$ cat src/rtl/glitch_pkg.sv
// glitch_pkg: shared state encoding, engine defaults and sweep-point advance
package glitch_pkg;
  typedef enum logic [2:0] {
    S_IDLE, S_ARM, S_DELAY, S_PULSE, S_OBSERVE, S_COOLDOWN, S_DONE
  } glitch_state_t;
  localparam int DEF_CNT_W = 32;
  localparam int DEF_DELAY_START = 0;
  localparam int DEF_DELAY_END = 1000;
  localparam int DEF_DELAY_STEP = 1;
  localparam int DEF_WIDTH_MIN = 1;
  localparam int DEF_WIDTH_MAX = 8;
  localparam int DEF_ATTEMPTS = 4;
  localparam int DEF_OBSERVE_CYCLES = 1000;
  localparam int DEF_COOLDOWN_CYCLES = 100;
  localparam bit DEF_STOP_ON_HIT = 1'b1;
  typedef struct packed {
    logic last;
    logic [63:0] width;
    logic [63:0] delay;
  } point_t;
  // Delay steps first; on overrun it rewinds and the width steps, and past the
  // last width the sweep is over. The 65-bit sum keeps a wrapped delay from
  // sneaking under the end bound.
  function automatic point_t next_point(input logic [63:0] delay, input logic [63:0] width,
                                        input logic [63:0] d_start, input logic [63:0] d_end,
                                        input logic [63:0] d_step, input logic [63:0] w_max);
    point_t p;
    logic [64:0] sum;
    sum = {1'b0, delay} + {1'b0, d_step};
    p.last = 1'b0;
    p.width = width;
    p.delay = sum[63:0];
    if (sum > {1'b0, d_end}) begin
      p.delay = d_start;
      if (width < w_max) p.width = width + 64'd1;
      else p.last = 1'b1;
    end
    return p;
  endfunction
endpackage

$ cat src/rtl/sync_edge.sv
// sync_edge: two-flop synchronizer with registered rising-edge detect
module sync_edge (
  input  logic clk,
  input  logic rst_n,
  input  logic din,
  output logic level,
  output logic rise
);
  logic meta, sync_q, sync_qq;
  // Shift the pin through two metastability flops plus one history flop
  always_ff @(posedge clk or negedge rst_n)
    if (!rst_n) {meta, sync_q, sync_qq} <= 3'b000;
    else {meta, sync_q, sync_qq} <= {din, meta, sync_q};
  assign level = sync_q;
  assign rise = sync_q & ~sync_qq;
endmodule

$ cat src/rtl/glitch_sweep_ctrl.sv
// glitch_sweep_ctrl: sweeps glitch width/delay/attempts and reports the first hit
module glitch_sweep_ctrl import glitch_pkg::*; #(
  parameter int               CNT_W           = DEF_CNT_W,
  parameter logic [CNT_W-1:0] DELAY_START     = CNT_W'(DEF_DELAY_START),
  parameter logic [CNT_W-1:0] DELAY_END       = CNT_W'(DEF_DELAY_END),
  parameter logic [CNT_W-1:0] DELAY_STEP      = CNT_W'(DEF_DELAY_STEP),
  parameter logic [CNT_W-1:0] WIDTH_MIN       = CNT_W'(DEF_WIDTH_MIN),
  parameter logic [CNT_W-1:0] WIDTH_MAX       = CNT_W'(DEF_WIDTH_MAX),
  parameter logic [CNT_W-1:0] ATTEMPTS        = CNT_W'(DEF_ATTEMPTS),
  parameter logic [CNT_W-1:0] OBSERVE_CYCLES  = CNT_W'(DEF_OBSERVE_CYCLES),
  parameter logic [CNT_W-1:0] COOLDOWN_CYCLES = CNT_W'(DEF_COOLDOWN_CYCLES),
  parameter bit               STOP_ON_HIT     = DEF_STOP_ON_HIT
) (
  input  logic             clk,
  input  logic             rst_n,
  input  logic             start,
  input  logic             abort,
  input  logic             trigger,
  input  logic             target_ok,
  output logic             glitch,
  output logic             busy,
  output logic             delay_indicator,
  output logic             done_indicator,
  output logic             hit,
  output logic [CNT_W-1:0] hit_delay,
  output logic [CNT_W-1:0] hit_width,
  output logic [CNT_W-1:0] cur_delay,
  output logic [CNT_W-1:0] cur_width
);
  glitch_state_t state;
  logic [CNT_W-1:0] attempt, cnt;
  logic attempt_hit, trig_rise, ok_sync, trig_level_unused, ok_rise_unused;
  point_t np;
  sync_edge u_trig (.clk(clk), .rst_n(rst_n), .din(trigger), .level(trig_level_unused), .rise(trig_rise));
  sync_edge u_ok (.clk(clk), .rst_n(rst_n), .din(target_ok), .level(ok_sync), .rise(ok_rise_unused));
  // Next sweep point, used only when an attempt set is exhausted
  always_comb np = next_point(64'(cur_delay), 64'(cur_width), 64'(DELAY_START),
                              64'(DELAY_END), 64'(DELAY_STEP), 64'(WIDTH_MAX));
  assign busy = (state != S_IDLE) && (state != S_DONE);
  assign delay_indicator = state == S_DELAY;
  assign done_indicator = state == S_DONE;
  // Sweep sequencer; cnt counts 1..N inside each timed state
  always_ff @(posedge clk or negedge rst_n)
    if (!rst_n) begin
      state <= S_IDLE;
      glitch <= 1'b0;
      hit <= 1'b0;
      hit_delay <= '0;
      hit_width <= '0;
      cur_delay <= DELAY_START;
      cur_width <= WIDTH_MIN;
      attempt <= '0;
      cnt <= '0;
      attempt_hit <= 1'b0;
    end else if (abort) begin
      state <= S_IDLE;
      glitch <= 1'b0;
    end else
      case (state)
        S_IDLE, S_DONE:
          if (start) begin
            hit <= 1'b0;
            hit_delay <= '0;
            hit_width <= '0;
            cur_delay <= DELAY_START;
            cur_width <= WIDTH_MIN;
            attempt <= '0;
            attempt_hit <= 1'b0;
            state <= S_ARM;
          end
        S_ARM:
          if (trig_rise) begin
            cnt <= CNT_W'(1);
            glitch <= cur_delay == '0;
            state <= (cur_delay == '0) ? S_PULSE : S_DELAY;
          end
        S_DELAY:
          if (cnt >= cur_delay) begin
            glitch <= 1'b1;
            cnt <= CNT_W'(1);
            state <= S_PULSE;
          end else cnt <= cnt + CNT_W'(1);
        S_PULSE:
          if (cnt >= cur_width) begin
            glitch <= 1'b0;
            cnt <= CNT_W'(1);
            state <= S_OBSERVE;
          end else cnt <= cnt + CNT_W'(1);
        S_OBSERVE: begin
          if (ok_sync) begin
            hit <= 1'b1;
            attempt_hit <= 1'b1;
            if (!hit) begin
              hit_delay <= cur_delay;
              hit_width <= cur_width;
            end
          end
          if (cnt >= OBSERVE_CYCLES) begin
            cnt <= CNT_W'(1);
            state <= S_COOLDOWN;
          end else cnt <= cnt + CNT_W'(1);
        end
        S_COOLDOWN:
          if (cnt >= COOLDOWN_CYCLES) begin
            attempt_hit <= 1'b0;
            if (attempt_hit && STOP_ON_HIT) state <= S_DONE;
            else if (attempt + CNT_W'(1) < ATTEMPTS) begin
              attempt <= attempt + CNT_W'(1);
              state <= S_ARM;
            end else begin
              attempt <= '0;
              cur_delay <= np.delay[CNT_W-1:0];
              cur_width <= np.width[CNT_W-1:0];
              state <= np.last ? S_DONE : S_ARM;
            end
          end else cnt <= cnt + CNT_W'(1);
        default: state <= S_IDLE;
      endcase
endmodule

$ cat config.mk
export PLATFORM = sky130hd
export DESIGN_NAME = glitch_sweep_ctrl
export DESIGN_NICKNAME = d
export VERILOG_FILES = /design/src/rtl/glitch_pkg.sv /design/src/rtl/sync_edge.sv /design/src/rtl/glitch_sweep_ctrl.sv
export SDC_FILE = /design/constraint.sdc
export NUM_CORES = 1
export LEC_CHECK = 0
export CORE_MARGIN = 2
export CORE_UTILIZATION = 51
export DETAILED_ROUTE_END_ITERATION = 16
export PLACE_DENSITY_LB_ADDON = 0.25
export SLEW_MARGIN = 15
export SYNTH_ARGS = -nofsm -noshare
export SYNTH_HDL_FRONTEND = slang
export SYNTH_HIERARCHICAL = 1
export SYNTH_SLANG_ARGS = --single-unit
$ cat constraint.sdc
create_clock -name clk -period 2.9 [get_ports clk]
set_clock_uncertainty 0.15 [all_clocks]
set_input_delay 0.29 -clock clk [delete_from_list [all_inputs] [get_ports clk]]
set_output_delay 0.29 -clock clk [all_outputs]
set_load 0.01 [all_outputs]
==> flow_summary.json, run 1 <==
{
  "max_slew_margin": 0.598,
  "irDropWorstVdd_v": 0.000507,
  "rows": 54,
  "final_cell_mix": "buf_4 (236), dfrtp_1 (190), clkdlybuf4s50_1 (137), nand2_1 (103), inv_1 (74)",
  "vias": 11518,
  "nNetsFinal": 1656,
  "start_util": 0.517,
  "arrival_ns": 3.56,
  "grt_pass1_vias": 10874,
  "finish.utilization": 0.774,
  "wl_per_cell_um": 21.1,
  "syn_inst": 1189,
  "rsz0062_at_grt": "yes",
  "diodes": 0,
  "first_pass_iters": 5,
  "cts.clk_slew.worst_paths_ns": 0.06,
  "critPathRequiredTime_ns": 3.19,
  "max-clock-path-buffers": 3,
  "drive_gt1_frac": 0.316,
  "finalCritPeriodShare": 1.13,
  "grt_pass1_wl_um": 58400,
  "violations": "negative setup slack",
  "cp-start-kind": "flip-flop",
  "setup_viol": 73,
  "clock_latency_ns": 0.51,
  "hold_path_class": "input port to flip-flop",
  "layout.cells.non_filler": 1872,
  "drc": 0,
  "antenna_found_initial": 0,
  "yosys_warnings": 6,
  "area_growth_pct": 49.8,
  "power_uw": 7570,
  "dpl.hpwl_um": 25700,
  "pwr_density_cell_mw_per_mm2": 449,
  "drt-total-wl_um": 39500,
  "die_w_um": 152,
  "place.gp.congestion": 0.963,
  "h-tree-depth": 1,
  "hold_viol": 0,
  "num_io_pins": 139,
  "worstPathMaxFanout": 5,
  "placed_cells": 1784,
  "power.leakage_uw": 0.00771,
  "postRouteAntennaNets": 0,
  "avgViaCountPerCell": 6.15,
  "die_h_um": 152,
  "timing.fmax_ghz": 0.306,
  "slew_violations": 0,
  "period_minus_slack_ns": 3.27,
  "drtIter0Drc": 917,
  "grt_overflow": 0,
  "post-place-ws_ns": -0.282,
  "numCtsBuffers": 23,
  "cts_tree": "yes",
  "core_mm2": 0.0218,
  "tightest_slew_ns": 0.603,
  "final_common_cell": "buf_4",
  "setup_ws_ns": -0.372,
  "root_buffer": "clkbuf_16",
  "syn_avg_cell_area_um2": 9.46,
  "crit_type": "flip-flop to flip-flop",
  "drv_cap": 0,
  "port_buffers": 138,
  "grt_usage": 0.306,
  "syn_area_mm2": 0.0112,
  "grt_max_degree": 69,
  "run_status": "finished, violations left",
  "critPathCaptureType": "flip-flop",
  "syn_nets": 1268,
  "fp.dieArea_mm2": 0.0232,
  "clock_sinks": 203
}
-- state kept, by name, indices dropped and copies added (netlist names), 3 cells and up --
| name | cells |
|---|---|
| attempt | 32 |
| cur_delay | 32 |
| hit_delay | 32 |
| state | 3 |
| hit_width | 32 |
| cur_width | 32 |
| cnt | 32 |
-- path summary, 6_finish.rpt --
kind	startpoint	end	slack, ns	cells past startpoint
setup / recovery	cur_delay[0]	cur_delay[1]	-0.37	12
hold / removal	trigger	u_trig/meta	0.07	1
setup reg to reg	cur_delay[0]	cur_delay[1]	-0.37	12
hold reg to reg	u_ok/meta	u_ok/level	0.20	0
max in group asynchronous	rst_n	hit_width[24]	1.65	3
min in group asynchronous	rst_n	hit_delay[9]	0.20	2
-- worst max-delay path: stages, from the launching register on --
cell	delay, ns
dfrtp_2	0.40
buf_6	0.11
ha_4	0.17
nand3_4	0.09
nor4_4	0.41
nand3_1	0.14
mux2i_1	0.15
or4_4	0.55
nor4_4	0.29
buf_4	0.20
and2_2	0.27
nand2_1	0.13
o21ai_2	0.13
-- stage by stage --
step	cell area, um^2	setup TNS, ns	hold slack (ns)
after floorplan	11300	-0.110	-0.156
after global placement	14600	-6.05	0.179
after detailed placement	14600	-10.18	0.181
after CTS	15900	-1.63	0.0674
after global routing	16800	-21.98	0.0830
final	16800	-12.00	0.0729
-- routing by layer --
layer,up-vias,GRT usage,part of all wire
met5,-,0,0
met4,0,0.0966,0.043
met3,153,0.0438,0.079
met2,580,0.506,0.48
met1,5671,0.420,0.40
li1,5114,-,-
-- report_power, final --
group / internal [uW] / switching, uW / total, uW
Clock: 1830 / 1170 / 3000
Combinational: 675 / 975 / 1650
Sequential: 2880 / 40.3 / 2920
Total: 5380 / 2190 / 7570
-- what timing repair did --
action                                  4_1_cts  5_1_grt
pin swaps                                    27       54
gates resized for setup                      90      159
buffers inserted                             24       17
hold buffers                                  1        0
hold endpoints to repair                     63        0
cloned                                        0        8
endpoints found under the setup margin       74      104
-- cell type report --
cell class | instances | area, um^2
Clock inverter | 5 | 75.1
Fill cell | 1398 | 4920
Multi-Input combinational cell | 849 | 6520
Inverter | 87 | 332
Tap cell | 280 | 350
Clock buffer | 35 | 701
Sequential cell | 203 | 5100
Timing Repair Buffer | 413 | 3770
Power figures use the tool's default switching activity.
==> run 2: changes to the inputs <==
--- a/config.mk
+++ b/config.mk
@@ -6,11 +6,11 @@
 export NUM_CORES = 1
 export LEC_CHECK = 0
 export CORE_MARGIN = 2
-export CORE_UTILIZATION = 51
+export CORE_UTILIZATION = 52
+export CTS_BUF_LIST = sky130_fd_sc_hd__clkbuf_8
 export DETAILED_ROUTE_END_ITERATION = 16
 export PLACE_DENSITY_LB_ADDON = 0.25
-export SLEW_MARGIN = 15
+export SLEW_MARGIN = 5
 export SYNTH_ARGS = -nofsm -noshare
 export SYNTH_HDL_FRONTEND = slang
-export SYNTH_HIERARCHICAL = 1
 export SYNTH_SLANG_ARGS = --single-unit
==> run 2 against run 1 <==
  * The run still ends with negative setup slack left
  * Sequential cell count is the same
  * Count of clock-buffer cells in the layout up 7
  * Die area is 2.0% lower
  * Largest power group is now registers
  * Hold slack lost 0.00053 ns
  * Register-to-register slack worse by 0.16 ns
  * Cell count increased by 3.1%
  * Critical endpoint is now cnt[23]
  * Clock power is 9.7% lower
  * Critical path depth did not move
  * Area after synthesis hardly changed
  * Critical path type unchanged
==> flow_summary.json, run 2 <==
{
  "run_status": "finished, violations left",
  "violations": "negative setup slack",
  "critPathCaptureType": "flip-flop",
  "finish.utilization": 0.801,
  "clock_latency_ns": 0.55,
  "setup_viol": 74,
  "final_common_cell": "buf_4",
  "drive_gt1_frac": 0.311,
  "synth_top_family_by_area": "simple AND/OR/NAND/NOR gates",
  "nNetsFinal": 1708,
  "fillers": 1217,
  "final_cell_mix": "buf_4 (269), dfrtp_1 (196), clkdlybuf4s50_1 (137), nand2_1 (121), inv_1 (83)",
  "fin_setup_tns_ns": -26.27,
  "synth-simple-area-share": 0.226,
  "grt_usage": 0.331,
  "first_pass_iters": 9,
  "root_buffer": "clkbuf_8",
  "port_buffers": 138,
  "wl_per_cell_um": 21.0,
  "max_slew_margin": 0.403,
  "yosys.area_share.adder": 0.0813,
  "cts_tree": "yes",
  "numCtsBuffers": 36,
  "yosysTopAreaCell": "dfrtp_1",
  "grt_pass1_vias": 11599,
  "pwr_density_cell_mw_per_mm2": 402,
  "syn_inst": 1205,
  "drtIter0Drc": 1547,
  "vias": 11970,
  "rsz0062_at_grt": "yes",
  "fp.dieArea_mm2": 0.0228,
  "syn_avg_cell_area_um2": 9.32,
  "tightest_slew_ns": 0.895,
  "period_minus_slack_ns": 3.43,
  "postRouteAntennaNets": 0,
  "synth-compound-area-share": 0.170,
  "synthArstFlopShare": 1.00,
  "muxShareOfSynthArea": 0.00902,
  "cp-start-kind": "flip-flop",
  "synth_xor_area_frac": 0.0140,
  "drc": 0,
  "place.gp.congestion": 0.931,
  "dpl.hpwl_um": 24800,
  "critPathRequiredTime_ns": 3.18,
  "rows": 53,
  "h-tree-depth": 2,
  "grt_max_degree": 74,
  "cpMostUsedCell": "a21oi_4",
  "yosys.cell_count.top_type": "dfrtp_1",
  "yosysTopAreaCellShare": 0.450,
  "finalCritPeriodShare": 1.18,
  "slew_violations": 0,
  "synth_cell_types": 72,
  "irDropWorstVdd_v": 0.000297,
  "ys_seq_area_frac": 0.452,
  "worstPathMaxFanout": 7,
  "multi_input_area_mm2": 0.00647,
  "critPathSlowestCell": "or4_4",
  "synth-edff-count": 0,
  "hold_path_class": "input port to flip-flop",
  "power.leakage_uw": 0.00774,
  "drt-total-wl_um": 40500,
  "num_io_pins": 139,
  "cts.clk_slew.worst_paths_ns": 0.07,
  "setup_ws_ns": -0.530,
  "synthTopCellsByArea": "dfrtp_1 (45%), ha_1 (8.1%), o31ai_1 (4.7%)",
  "grt_pass1_wl_um": 59700,
  "grt_overflow": 0,
  "ys.flop_type": "dfrtp_1",
  "slowest_delay_ns": 0.54,
  "die_h_um": 151,
  "synth_common_cells": "dfrtp_1 (202), nand2_1 (128), inv_1 (79)",
  "timing.fmax_ghz": 0.292,
  "core_mm2": 0.0211,
  "die_w_um": 151,
  "worstPathCellList": "inv_2 > ha_4 > a21oi_4 > o21ai_4 > a2111oi_4 > nor3_2 > or4_4 > a21oi_4 > buf_6 > buf_8 > a41oi_2 > a31oi_1",
  "arrival_ns": 3.71,
  "clock_sinks": 203,
  "post-place-ws_ns": -0.531,
  "syn_area_mm2": 0.0112,
  "crit_type": "flip-flop to flip-flop",
  "drv_cap": 0,
  "max-clock-path-buffers": 3,
  "hold_viol": 0,
  "start_util": 0.533,
  "antenna_found_initial": 1,
  "yosys_warnings": 0,
  "ys_ff_latch": 203,
  "syn_nets": 1284,
  "avgViaCountPerCell": 6.20,
  "area_growth_pct": 50.3,
  "seq_area_mm2": 0.00509
}
## run 2: kinds of logic (layout without fill, tap and decap cells)
logic type | count (synthesis) | in the layout
mux | 10 | 10
buf+inv | 135 | 584
compound gates | 278 | 278
other cells | 0 | 1
flops | 203 | 203
fa+ha+maj | 73 | 73
xor+xnor | 18 | 18
simple gates | 488 | 488
## run 2: power breakdown
part / internal (uW) / total, uW / switching [uW]
logic: 443 / 1180 / 739
registers: 2870 / 2900 / 30.3
clock network: 1490 / 2710 / 1220
total: 4800 / 6790 / 1990
## run 2: through the flow
stage          total power (uW)  instance area (um^2)  hold slack, ns  instances
2_1_floorplan              3480                 11300          -0.156       1205
3_3_place_gp               3890                 14800          0.0756       1819
3_5_place_dp               3910                 14800          0.0774       1819
4_1_cts                    6640                 16400          0.0665       1912
5_1_grt                    7040                 16900          0.0697       1930
6_report                   6790                 16900          0.0724       1930
## run 2: worst max-delay path, delay by kind of cell, from the launching register on
kind,cells,cell delay (ns)
compound gates,6,1.47
buf+inv,3,0.38
fa+ha+maj,1,0.22
simple gates,2,0.67
flops,1,0.40
## run 2: layer usage
layer	global-route usage	up-vias	part of all wire
met1	0.424	5762	0.38
li1	-	5260	-
met5	0	-	0
met2	0.545	726	0.48
met3	0.0617	222	0.089
met4	0.157	0	0.054
## run 2: layout make-up
| cell class | count | share of cell area |
|---|---|---|
| clock buffers | 42 | 0.0342 |
| repair buffers | 442 | 0.235 |
| diodes | 1 | 0.000148 |
| clock inverters | 21 | 0.00845 |
| well taps | 275 | 0.0204 |
| multi-input cells | 867 | 0.383 |
| flip-flops and latches | 203 | 0.301 |
| inverters | 79 | 0.0177 |
## run 2: final timing paths
path                          startpoint             to  slack [ns]  cells after the start
max                        cur_width[19]        cnt[23]       -0.53                     12
min                            target_ok      u_ok.meta        0.07                      1
max reg2reg                cur_width[19]        cnt[23]       -0.53                     12
min reg2reg                    u_ok.meta     u_ok.level        0.21                      0
max in group asynchronous          rst_n  cur_delay[30]        1.67                      3
min in group asynchronous          rst_n    attempt[22]        0.09                      2
## run 2: repair_timing
action | 4_1_cts | 5_1_grt
pin swaps | 46 | 66
gates cloned | 7 | 3
setup buffers | 23 | 27
hold buffers | 1 | 0
gates resized for setup | 99 | 107
endpoints found under the setup margin | 74 | 75
endpoints found under the hold margin | 163 | 0
